## src/rtl/route_compute_sched_if.sv

```systemverilog
// Bundles the buffer-side request/completion lines, the route-compute unit handshake
// and the route table outputs of route_compute_sched.
interface route_compute_sched_if #(
  parameter int unsigned BUFFERS = 5,
  parameter int unsigned OUTPUTS = 5
);
  localparam int unsigned BUF_W = $clog2(BUFFERS);
  localparam int unsigned OUT_W = $clog2(OUTPUTS);

  logic [BUFFERS-1:0]       req;
  logic [BUFFERS-1:0]       pkt_done;
  logic                     rc_start;
  logic [BUF_W-1:0]         rc_buffer_sel;
  logic                     rc_valid;
  logic [OUT_W-1:0]         rc_out_sel;
  logic [BUFFERS-1:0]       route_valid;
  logic [BUFFERS*OUT_W-1:0] route_out;
  logic                     busy;
  logic                     timeout_err;

  modport master (
    input  req, pkt_done, rc_valid, rc_out_sel,
    output rc_start, rc_buffer_sel, route_valid, route_out, busy, timeout_err
  );

  modport slave (
    output req, pkt_done, rc_valid, rc_out_sel,
    input  rc_start, rc_buffer_sel, route_valid, route_out, busy, timeout_err
  );
endinterface

```

## src/rtl/route_compute_sched.sv

```systemverilog
// Round-robin scheduler sharing one route-compute unit among the input buffers;
// keeps a per-buffer route table that is cleared when the packet tail leaves.
module route_compute_sched #(
  parameter int unsigned BUFFERS = 5,
  parameter int unsigned OUTPUTS = 5,
  parameter int unsigned TIMEOUT = 16
) (
  input  logic                  clk_i,
  input  logic                  rst_i,
  route_compute_sched_if.master bus
);
  localparam int unsigned BUF_W = $clog2(BUFFERS);
  localparam int unsigned OUT_W = $clog2(OUTPUTS);
  localparam int unsigned CNT_W = $clog2(TIMEOUT);

  typedef enum logic [1:0] {
    S_IDLE  = 2'd0,
    S_ISSUE = 2'd1,
    S_WAIT  = 2'd2
  } state_t;

  state_t                 state_q;
  logic [BUF_W-1:0]       ptr_q;
  logic [BUF_W-1:0]       sel_q;
  logic [CNT_W-1:0]       cnt_q;
  logic                   rc_start_q;
  logic                   busy_q;
  logic                   timeout_err_q;
  logic [BUFFERS-1:0]     route_valid_q;
  logic [OUT_W-1:0]       rt_q [BUFFERS];

  logic [BUFFERS-1:0]       elig_c;
  logic [BUF_W-1:0]         pick_c;
  logic [BUF_W-1:0]         ptr_next_c;
  logic [BUFFERS*OUT_W-1:0] route_out_c;

  assign elig_c     = bus.req & ~route_valid_q;
  assign ptr_next_c = (sel_q == BUF_W'(BUFFERS - 1)) ? '0 : sel_q + BUF_W'(1);

  // First eligible buffer at or after the pointer, wrapping by explicit compare
  always_comb begin
    int unsigned idx;
    logic        found;
    pick_c = '0;
    found  = 1'b0;
    idx    = 0;
    for (int unsigned i = 0; i < BUFFERS; i++) begin
      idx = 32'(ptr_q) + i;
      if (idx >= BUFFERS) idx = idx - BUFFERS;
      if (!found && elig_c[BUF_W'(idx)]) begin
        pick_c = BUF_W'(idx);
        found  = 1'b1;
      end
    end
  end

  always_comb begin
    route_out_c = '0;
    for (int unsigned b = 0; b < BUFFERS; b++) begin
      route_out_c[b*OUT_W +: OUT_W] = rt_q[b];
    end
  end

  always_ff @(posedge clk_i) begin
    if (rst_i) begin
      state_q       <= S_IDLE;
      ptr_q         <= '0;
      sel_q         <= '0;
      cnt_q         <= '0;
      rc_start_q    <= 1'b0;
      busy_q        <= 1'b0;
      timeout_err_q <= 1'b0;
      route_valid_q <= '0;
      for (int unsigned b = 0; b < BUFFERS; b++) rt_q[b] <= '0;
    end else begin
      rc_start_q    <= 1'b0;
      // Tail departures clear entries in every state; a same-cycle latch loses to them
      route_valid_q <= route_valid_q & ~bus.pkt_done;
      case (state_q)
        S_IDLE: begin
          if (|elig_c) begin
            sel_q      <= pick_c;
            rc_start_q <= 1'b1;
            busy_q     <= 1'b1;
            state_q    <= S_ISSUE;
          end
        end
        S_ISSUE: begin
          cnt_q   <= '0;
          state_q <= S_WAIT;
        end
        S_WAIT: begin
          if (bus.rc_valid) begin
            if (bus.req[sel_q]) begin
              rt_q[sel_q]          <= bus.rc_out_sel;
              route_valid_q[sel_q] <= ~bus.pkt_done[sel_q];
            end
            ptr_q   <= ptr_next_c;
            busy_q  <= 1'b0;
            state_q <= S_IDLE;
          end else if (cnt_q == CNT_W'(TIMEOUT - 1)) begin
            timeout_err_q <= 1'b1;
            ptr_q         <= ptr_next_c;
            busy_q        <= 1'b0;
            state_q       <= S_IDLE;
          end else begin
            cnt_q <= cnt_q + CNT_W'(1);
          end
        end
        default: begin
          busy_q  <= 1'b0;
          state_q <= S_IDLE;
        end
      endcase
    end
  end

  assign bus.rc_start      = rc_start_q;
  assign bus.rc_buffer_sel = sel_q;
  assign bus.route_valid   = route_valid_q;
  assign bus.route_out     = route_out_c;
  assign bus.busy          = busy_q;
  assign bus.timeout_err   = timeout_err_q;
endmodule

```

## src/flat_wrapper.sv

```systemverilog
// flat-port wrapper written by rule: the top's interface ports become plain ports
module route_compute_sched_flat 
#(
  parameter int unsigned BUFFERS = 5,
  parameter int unsigned OUTPUTS = 5,
  parameter int unsigned TIMEOUT = 16
)
  (clk_i, rst_i, bus_req, bus_pkt_done, bus_rc_valid, bus_rc_out_sel, bus_rc_start, bus_rc_buffer_sel, bus_route_valid, bus_route_out, bus_busy, bus_timeout_err);
  route_compute_sched_if #(.BUFFERS(BUFFERS), .OUTPUTS(OUTPUTS)) bus_i ();
  input  logic clk_i;
  input  logic rst_i;
  input wire logic [$bits(bus_i.req)-1:0] bus_req;
  input wire logic [$bits(bus_i.pkt_done)-1:0] bus_pkt_done;
  input wire logic [$bits(bus_i.rc_valid)-1:0] bus_rc_valid;
  input wire logic [$bits(bus_i.rc_out_sel)-1:0] bus_rc_out_sel;
  output wire logic [$bits(bus_i.rc_start)-1:0] bus_rc_start;
  output wire logic [$bits(bus_i.rc_buffer_sel)-1:0] bus_rc_buffer_sel;
  output wire logic [$bits(bus_i.route_valid)-1:0] bus_route_valid;
  output wire logic [$bits(bus_i.route_out)-1:0] bus_route_out;
  output wire logic [$bits(bus_i.busy)-1:0] bus_busy;
  output wire logic [$bits(bus_i.timeout_err)-1:0] bus_timeout_err;
  assign bus_i.req = bus_req;
  assign bus_i.pkt_done = bus_pkt_done;
  assign bus_i.rc_valid = bus_rc_valid;
  assign bus_i.rc_out_sel = bus_rc_out_sel;
  assign bus_rc_start = bus_i.rc_start;
  assign bus_rc_buffer_sel = bus_i.rc_buffer_sel;
  assign bus_route_valid = bus_i.route_valid;
  assign bus_route_out = bus_i.route_out;
  assign bus_busy = bus_i.busy;
  assign bus_timeout_err = bus_i.timeout_err;
  route_compute_sched #(.BUFFERS(BUFFERS), .OUTPUTS(OUTPUTS), .TIMEOUT(TIMEOUT)) u_core (.clk_i(clk_i), .rst_i(rst_i), .bus(bus_i));
endmodule
```

## config.mk

```make
export PLATFORM = sky130hd
export DESIGN_NAME = route_compute_sched_flat
export DESIGN_NICKNAME = d
export VERILOG_FILES = /design/src/rtl/route_compute_sched_if.sv /design/src/rtl/route_compute_sched.sv /design/src/flat_wrapper.sv
export SDC_FILE = /design/constraint.sdc
export NUM_CORES = 1
export LEC_CHECK = 0
export BUFFER_PORTS_ARGS = -buffer_cell sky130_fd_sc_hd__buf_4
export CAP_MARGIN = 10
export CORE_MARGIN = 2
export CORE_UTILIZATION = 55
export CTS_CLUSTER_SIZE = 16
export DETAILED_ROUTE_END_ITERATION = 8
export PLACE_DENSITY = 0.78
export SLEW_MARGIN = 5
export SYNTH_ARGS = -nofsm -noshare
export SYNTH_HDL_FRONTEND = slang
export SYNTH_SLANG_ARGS = --single-unit
```

## constraint.sdc

```tcl
create_clock -name clk_i -period 3.7 [get_ports clk_i]
set_input_delay 0.74 -clock clk_i [delete_from_list [all_inputs] [get_ports clk_i]]
set_output_delay 0.74 -clock clk_i [all_outputs]
set_load 0.005 [all_outputs]
```

---- Yosys cells after proc, flatten, opt, wreduce, memory -nomap -nowiden ----
Memories as Yosys holds them, arrays and structs flattened.
Index checks and enable logic that the tools add are counted.
storage, ports and cells
  logic and storage cells ................. 128
  bits of input ports ..................... 16
  memories kept ........................... 1
  register bits ........................... 20
  memory bits (writable) .................. 15
  output and inout bits ................... 26
operators by class
  reductions and logical operators ........ 21
  $add $sub $neg .......................... 11
  bitwise logic cells ..................... 8
  multiplexer cells ....................... 59
  eq/ne operators ......................... 8
  $lt $le $gt $ge ......................... 12
memory list
  name         words  width  rd ports  clocked after memory_dff  write ports  line                       source
  u_core.rt_q  5      3      5         0                         5            route_compute_sched.sv:30  logic [OUT_W-1:0] rt_q [BUFFERS];
operator list
  cell                                                         number
  2-to-1 mux 3 bit                                             15
  less-than comparator 3 x 4 -> 1 bit (second input constant)  6
  2-to-1 mux 1 bit                                             24
  binary-select mux 1 bit (select 3 bit)                       7
  >= comparator 4 x 3 -> 1 bit (second input constant)         4
  2-to-1 mux 5 bit                                             3
  subtractor 3 bit (second input constant)                     5
  AND 5 bit                                                    2
  NOT 5 bit                                                    2
  AND reduction 3 bit                                          3
  adder 3 x 2 -> 4 bit (second input constant)                 2
  2-to-1 mux 4 bit                                             2
  case mux 4 bit (2 select lines)                              1
  2-to-1 mux 2 bit                                             3
  case mux 2 bit (3 select lines)                              1
  AND reduction 2 bit                                          3
  bitwise mux 5 bit                                            1
  logical AND 1 bit                                            5
  OR reduction 5 bit                                           1
  adder 3 x 1 -> 4 bit (second input constant)                 1
  adder 3 x 3 -> 4 bit (second input constant)                 1
  adder 4 x 1 -> 4 bit (second input constant)                 1
  equality test 4 bit (second input constant)                  1
  zero test 1 bit                                              4
  16 further kinds                                             21

---- Depth between registers and ports, before layout ----
Gate-level depths: netlist of run 1.
  word-level depth ........................ 17
  gate-level depth with buffers ........... 13
  gate-level depth less buffers ........... 12

---- Worst setup path before layout of run 1 ----
No wires, ideal clock.
  path kind ............................... register to register
  start point ............................. register u_core.ptr_q[0]
  end point ............................... register u_core.sel_q[1] (netlist: u_core.bus.rc_buffer_sel[1])
  period minus slack after synthesis ...... 3.089 ns
  stages on the path, launching flop included .. 13
  setup time .............................. 0.136 ns
  path slack .............................. 0.611 ns
  path buffers ............................ 1
  required time ........................... 3.564 ns
  arrival ................................. 2.953 ns
  path through ............................ dfxtp_1 > buf_6 > inv_2 > ha_1 > inv_1 > fa_1 > a21oi_1 > mux2i_1 > mux2_2 > o22a_1 > and4b_1 > a2111oi_1 > a2111oi_1
between the ends
  longest elaborated chain between the ends .. 17
  elaborated cells between the ends (all ways) .. 46
  those cells by class .................... 9 x add/sub; 5 x order compare; 24 x mux; 8 x reduce/logical
RTL lines
  item                                                                           line                        source
  start: declaration                                                             route_compute_sched.sv:23   logic [BUF_W-1:0] ptr_q;
  start signal: assignment                                                       route_compute_sched.sv:98   ptr_q <= ptr_next_c;
  start signal: assignment                                                       route_compute_sched.sv:103  ptr_q <= ptr_next_c;
  parallel branches: the longest is 16 deep, another holds adder 3 x 1 -> 4 bit  -
  2-to-1 mux 3 bit *                                                             route_compute_sched.sv:50   if (!found && elig_c[BUF_W'(idx)]) begin
  end signal: assignment                                                         route_compute_sched.sv:82   sel_q <= pick_c;
  end: declaration                                                               route_compute_sched.sv:24   logic [BUF_W-1:0] sel_q;
Every way passes the cells marked *. The select of a mux whose other input is x is not followed.
A chain may end at the register's enable or synchronous reset.

---- Final worst setup path of run 1 ----
  start point ............................. register u_core.ptr_q[1]
  end point ............................... register u_core.sel_q[1] (netlist: u_core.bus.rc_buffer_sel[1])
The elaborated chain is that of the path after synthesis.

==> results.cfg, run 1 <==
[global_routing]
antenna_found_initial = 0
grt_pass1_wl_mm = 10.5
overflow = 0
groute.usage.overall_pct = 25.9
grt_max_degree = 21
grt_pass1_vias = 2124

[finish]
final_common_cell = buf_4
final_net_count = 356
seqCellArea_um2 = 851
layout-drive-gt1-share_pct = 21.3
post-route-util_pct = 67.7
multi_input_area_um2 = 1610
fillerInstances = 395
final_cell_mix = 45 x buf_4, 28 x nor2_1, 22 x o21ai_0, 20 x dfxtp_1, 18 x nand2_1
area_delta_synth_final_pct = 16.5
diodes = 0
fin_cells = 381

[route]
drcViolationCount = 0
maxUsedRoutingLayer = met4
drt_pass1_iterations = 4
wl_met1_mm = 3.03
dr_wl_met2_mm = 3.08
drt_wl_total_mm = 6.48
ant_nets = 0
wl_per_cell_um = 17.0
via_per_inst = 6.04
drtIter0Drc = 208
vias = 2300
route.met3.wl_um = 305

[cts]
cts_root_buf = clkbuf_8
clk_latency_ns = 0.29
clock_sinks = 35
clkTransAtPathRegs_ns = 0.07
cts-buffers-inserted = 5
cts_max_level = 2
clock_path_buffers = 2
cts_resized = 0
cts_setup_buffers = 0
hold_buffers = 0
cts_tree = yes

[outcome]
run_status = completed

[timing]
finClkSkew_ns = 0.00992
slew_violations = 0
finalHoldViolCount = 0
rsz0062_at_grt = false
fmax_ghz = 0.298
finalCriticalPeriod_ns = 3.36
relSlewSlack_pct = 34.6
period_share_pct = 90.7
setup_violations = 0
worst_pin_slew_ns = 0.968
tns_ns = 0

[flow_run]
drv_cap = 0

[pwr]
p_leak_nw = 1.21
p_per_area_nw_per_um2 = 341
ir_worst_vdd_mv = 0.286

[setup_path]
cp_cell_sequence = ha_1 > inv_1 > fa_1 > a21oi_1 > mux2i_1 > mux2_2 > o22a_1 > and4b_1 > a2111oi_1 > a2111oi_1
reg2reg_slack_ns = 0.34
crit_path_start_kind = flop
cp_max_fo = 9
cp-end-kind = flop
crit_type = flop to flop
cp.required_ns = 3.86
cp_common_cell = a2111oi_1
worstPathArrival_ns = 3.51
slowest_stage = dfxtp_1
cp_slowest_stage_delay_ns = 0.54

[placement]
io_buffer_count = 41
dp.cells = 373
dpl.hpwl_mm = 5.08
place_congestion = 0.961

[logic_synthesis]
synth.distinct_cells = 63
synth_area_per_cell_um2 = 9.06
synth_seq_cells = 35
ys_seq_area_share_pct = 32.9
synth_async_sr_flop_share_pct = 0
yosysWarnings = 0
ys.flop_type = dfxtp_1
syn_nets = 313
synth_edf_count = 15
synthCells = 285
netlist_area_um2 = 2580

[die]
die-area_um2 = 5260
rows = 24
die_w_um = 72.5
pin_count = 42
die_h_um = 72.5
start_util_pct = 58.1
core_um2 = 4440

[min_path]
min_path_type = flop to flop
## worst paths after layout
path	from	to	cells after the start
max	u_core.ptr_q[1]$_SDFFE_PP0P_	u_core.bus.rc_buffer_sel[1]$_SDFFE_PP0P_	10
max reg2reg	u_core.ptr_q[1]$_SDFFE_PP0P_	u_core.bus.rc_buffer_sel[1]$_SDFFE_PP0P_	10
min	u_core.bus.timeout_err$_SDFFE_PP0P_	u_core.bus.timeout_err$_SDFFE_PP0P_	2
min reg2reg	u_core.bus.timeout_err$_SDFFE_PP0P_	u_core.bus.timeout_err$_SDFFE_PP0P_	2
## metal layers
metal | vias to the layer above | global-route usage [%]
li1 | 1137 | -
met1 | 1094 | 37.3
met2 | 61 | 40.2
met3 | 8 | 4.58
met4 | 0 | 6.79
met5 | - | 0
## through the flow
stage	hold slack [ns]	power [W]	instance area (um2)	setup WS, ns
5_1_grt	0.506	0.00108	3010	0.131
2_1_floorplan	0.460	0.000658	2580	0.611
6_report	0.481	0.00103	3010	0.345
3_5_place_dp	0.462	0.000752	2920	0.389
4_1_cts	0.481	0.00102	3010	0.379
3_3_place_gp	0.460	0.000750	2920	0.470
## cell type report
class / count / area share, %
Clock buffer: 6 / 2.41
Tap cell: 52 / 2.16
Inverter: 15 / 1.87
Clock inverter: 2 / 0.416
Multi-Input combinational cell: 226 / 53.6
Sequential cell: 35 / 28.3
Timing Repair Buffer: 45 / 11.2
## critical path: cells and delay by family, from the launching register on
| family | cells | cell delay [ns] |
|---|---|---|
| simple gates | 1 | 0.21 |
| compound gates | 4 | 1.01 |
| flops | 1 | 0.54 |
| fa+ha+maj | 2 | 0.64 |
| mux | 2 | 0.77 |
| buf+inv | 1 | 0.05 |
## Yosys cell counts, types with 4 or more instances
cell type | instances | share of area (%)
edfxtp_1 | 15 | 17
inv_1 | 12 | 1.7
clkbuf_1 | 4 | 0.58
nand2b_1 | 7 | 1.7
mux2i_1 | 10 | 3.9
o31ai_1 | 5 | 1.5
nand2_1 | 18 | 2.6
ha_1 | 11 | 5.3
and2_1 | 15 | 3.6
o21ai_0 | 22 | 4.3
nor3_1 | 7 | 1.4
a211oi_1 | 6 | 1.7
xnor2_1 | 4 | 1.4
dfxtp_1 | 20 | 16
nor2_1 | 28 | 4.1
nor2b_1 | 10 | 2.4
nand3_1 | 5 | 0.97
a21oi_1 | 15 | 2.9
nor4_1 | 7 | 1.7
## cell families (layout without fill, tap and decap cells)
kind of cell             after synthesis  in the layout  synth area share, %
AND/OR/NAND/NOR                      115            115                 25.4
AO/OA/AOI/OAI                         80             80                 22.9
flip-flops                            35             35                 32.9
buffers and inverters                 24             68                 4.55
multiplexers                          13             13                 6.06
adder cells (fa/ha/maj)               12             12                 6.10
XOR/XNOR                               6              6                 2.03
## flip-flops by register name, indices dropped and copies added (netlist names)
name                      flops
u_core.state_q                2
u_core.cnt_q                  4
u_core.rt_q                  15
u_core.ptr_q                  3
u_core.bus.route_valid        5
u_core.bus.timeout_err        1
u_core.bus.rc_buffer_sel      3
u_core.bus.rc_start           1
u_core.bus.busy               1
## power by group
group	leakage (nW)	internal [W]	switching [W]
Combinational	0.850	0.000128	0.000172
Clock	0.0412	0.000132	0.000143
Sequential	0.318	0.000421	0.0000298
Power figures use the tool's default switching activity.
==> run 2, diff against run 1 <==
--- a/config.mk
+++ b/config.mk
@@ -7,11 +7,14 @@
 export LEC_CHECK = 0
 export BUFFER_PORTS_ARGS = -buffer_cell sky130_fd_sc_hd__buf_4
 export CAP_MARGIN = 10
+export CELL_PAD_IN_SITES_DETAIL_PLACEMENT = 1
+export CELL_PAD_IN_SITES_GLOBAL_PLACEMENT = 1
 export CORE_MARGIN = 2
-export CORE_UTILIZATION = 55
+export CORE_UTILIZATION = 43
 export CTS_CLUSTER_SIZE = 16
 export DETAILED_ROUTE_END_ITERATION = 8
-export PLACE_DENSITY = 0.78
+export PLACE_DENSITY_LB_ADDON = 0.1
+export RECOVER_POWER = 50
 export SLEW_MARGIN = 5
 export SYNTH_ARGS = -nofsm -noshare
 export SYNTH_HDL_FRONTEND = slang
==> results.cfg, run 2 (synthesized netlist as in run 1, its figures left out) <==
[setup_path]
worstPathArrival_ns = 3.59
crit_type = flop to flop
cp_max_fo = 9
crit_path_start_kind = flop
cp.required_ns = 3.87
cp-end-kind = flop

[route]
drt_pass1_iterations = 4
ant_nets = 0
via_per_inst = 5.72
drcViolationCount = 0
wl_per_cell_um = 17.8
drtIter0Drc = 86
vias = 2317
drt_wl_total_mm = 7.23

[placement]
dp.cells = 397
place_congestion = 0.894
dpl.hpwl_mm = 5.70
io_buffer_count = 41

[finish]
multi_input_area_um2 = 1610
largest_register_ffs = 15
layout-drive-gt1-share_pct = 20.9
final_cell_mix = 28 x nor2_1, 27 x clkbuf_4, 22 x o21ai_0, 20 x dfxtp_1
fin_cells = 405
seqCellArea_um2 = 851
fillerInstances = 704
diodes = 0
final_common_cell = nor2_1
final_net_count = 357
top_register = u_core.rt_q
area_delta_synth_final_pct = 17.7

[global_routing]
groute.usage.overall_pct = 22.8
grt_pass1_wl_mm = 11.4
grt_max_degree = 21
overflow = 0
antenna_found_initial = 0
grt_pass1_vias = 2298

[cts]
clock_sinks = 35
cts_resized = 0
clkTransAtPathRegs_ns = 0.08
cts_setup_buffers = 0
cts_root_buf = clkbuf_8
cts_tree = yes
clock_path_buffers = 2
cts_max_level = 2
hold_buffers = 0
cts-buffers-inserted = 5
clk_latency_ns = 0.29

[die]
core_um2 = 5850
rows = 28
die-area_um2 = 6640
start_util_pct = 44.1
die_h_um = 81.5
pin_count = 42
die_w_um = 81.5

[timing]
relSlewSlack_pct = 44.8
finClkSkew_ns = 0.00735
finalHoldViolCount = 0
setup_violations = 0
period_share_pct = 92.5
slew_violations = 0
tns_ns = 0
fmax_ghz = 0.292
finalCriticalPeriod_ns = 3.42
rsz0062_at_grt = false
worst_pin_slew_ns = 0.817

[flow_run]
drv_cap = 0

[outcome]
run_status = completed

[min_path]
min_path_type = flop to flop

[pwr]
p_per_area_nw_per_um2 = 338
ir_worst_vdd_mv = 0.323
p_leak_nw = 1.20
-- run 2: cell count changes in the layout (fill, tap and decap cells not counted), sizes merged --
cell / change
buf: -27
clkbuf: +27
clkinv: +1
-- run 2: stage by stage --
step                util [%]  hold WS, ns  total power, W  setup WS [ns]  cell area [um2]
finish                  52.0        0.490         0.00103          0.278             3040
global route            52.0        0.552         0.00109         0.0449             3040
CTS                     52.0        0.502         0.00103          0.316             3040
detailed placement      50.6        0.484        0.000760          0.335             2960
global placement        50.6        0.466        0.000753          0.477             2960
floorplan                  -        0.460        0.000658          0.611             2580
-- run 2: cell type report --
class	instances	area share, %
tap	75	3.09
clock buffer	5	2.26
clock inverter	3	0.494
timing repair buffer	46	11.2
inverter	15	1.85
multi-input combinational	226	53.1
sequential	35	28.0
-- run 2: worst paths after layout --
check                                                    startpoint                                        to  slack (ns)  cells after the start
worst min-delay path            u_core.bus.timeout_err$_SDFFE_PP0P_       u_core.bus.timeout_err$_SDFFE_PP0P_        0.49                      2
worst max-delay path                   u_core.ptr_q[1]$_SDFFE_PP0P_  u_core.bus.rc_buffer_sel[1]$_SDFFE_PP0P_        0.28                     10
worst min register to register  u_core.bus.timeout_err$_SDFFE_PP0P_       u_core.bus.timeout_err$_SDFFE_PP0P_        0.49                      2
worst max register to register         u_core.ptr_q[1]$_SDFFE_PP0P_  u_core.bus.rc_buffer_sel[1]$_SDFFE_PP0P_        0.28                     10
-- run 2: power breakdown --
group	switching [W]	internal, W	total [W]
registers	0.0000295	0.000421	0.000450
logic	0.000178	0.000126	0.000304
clock network	0.000144	0.000128	0.000272
total	0.000352	0.000675	0.00103
-- run 2: per-layer routing --
layer	global-route usage [%]	up-vias	share of wire, %
li1	-	1135	-
met1	30.1	1136	47
met2	38.1	35	49
met3	4.40	11	2.6
met4	6.44	0	1.4
met5	0	-	0
-- run 2: worst max-delay path, stage by stage, from the launching register on --
cell,delay (ns)
dfxtp_1,0.55
ha_1,0.24
inv_1,0.06
fa_1,0.41
a21oi_1,0.26
mux2i_1,0.44
mux2_2,0.40
o22a_1,0.26
and4b_1,0.22
a2111oi_1,0.37
a2111oi_1,0.09
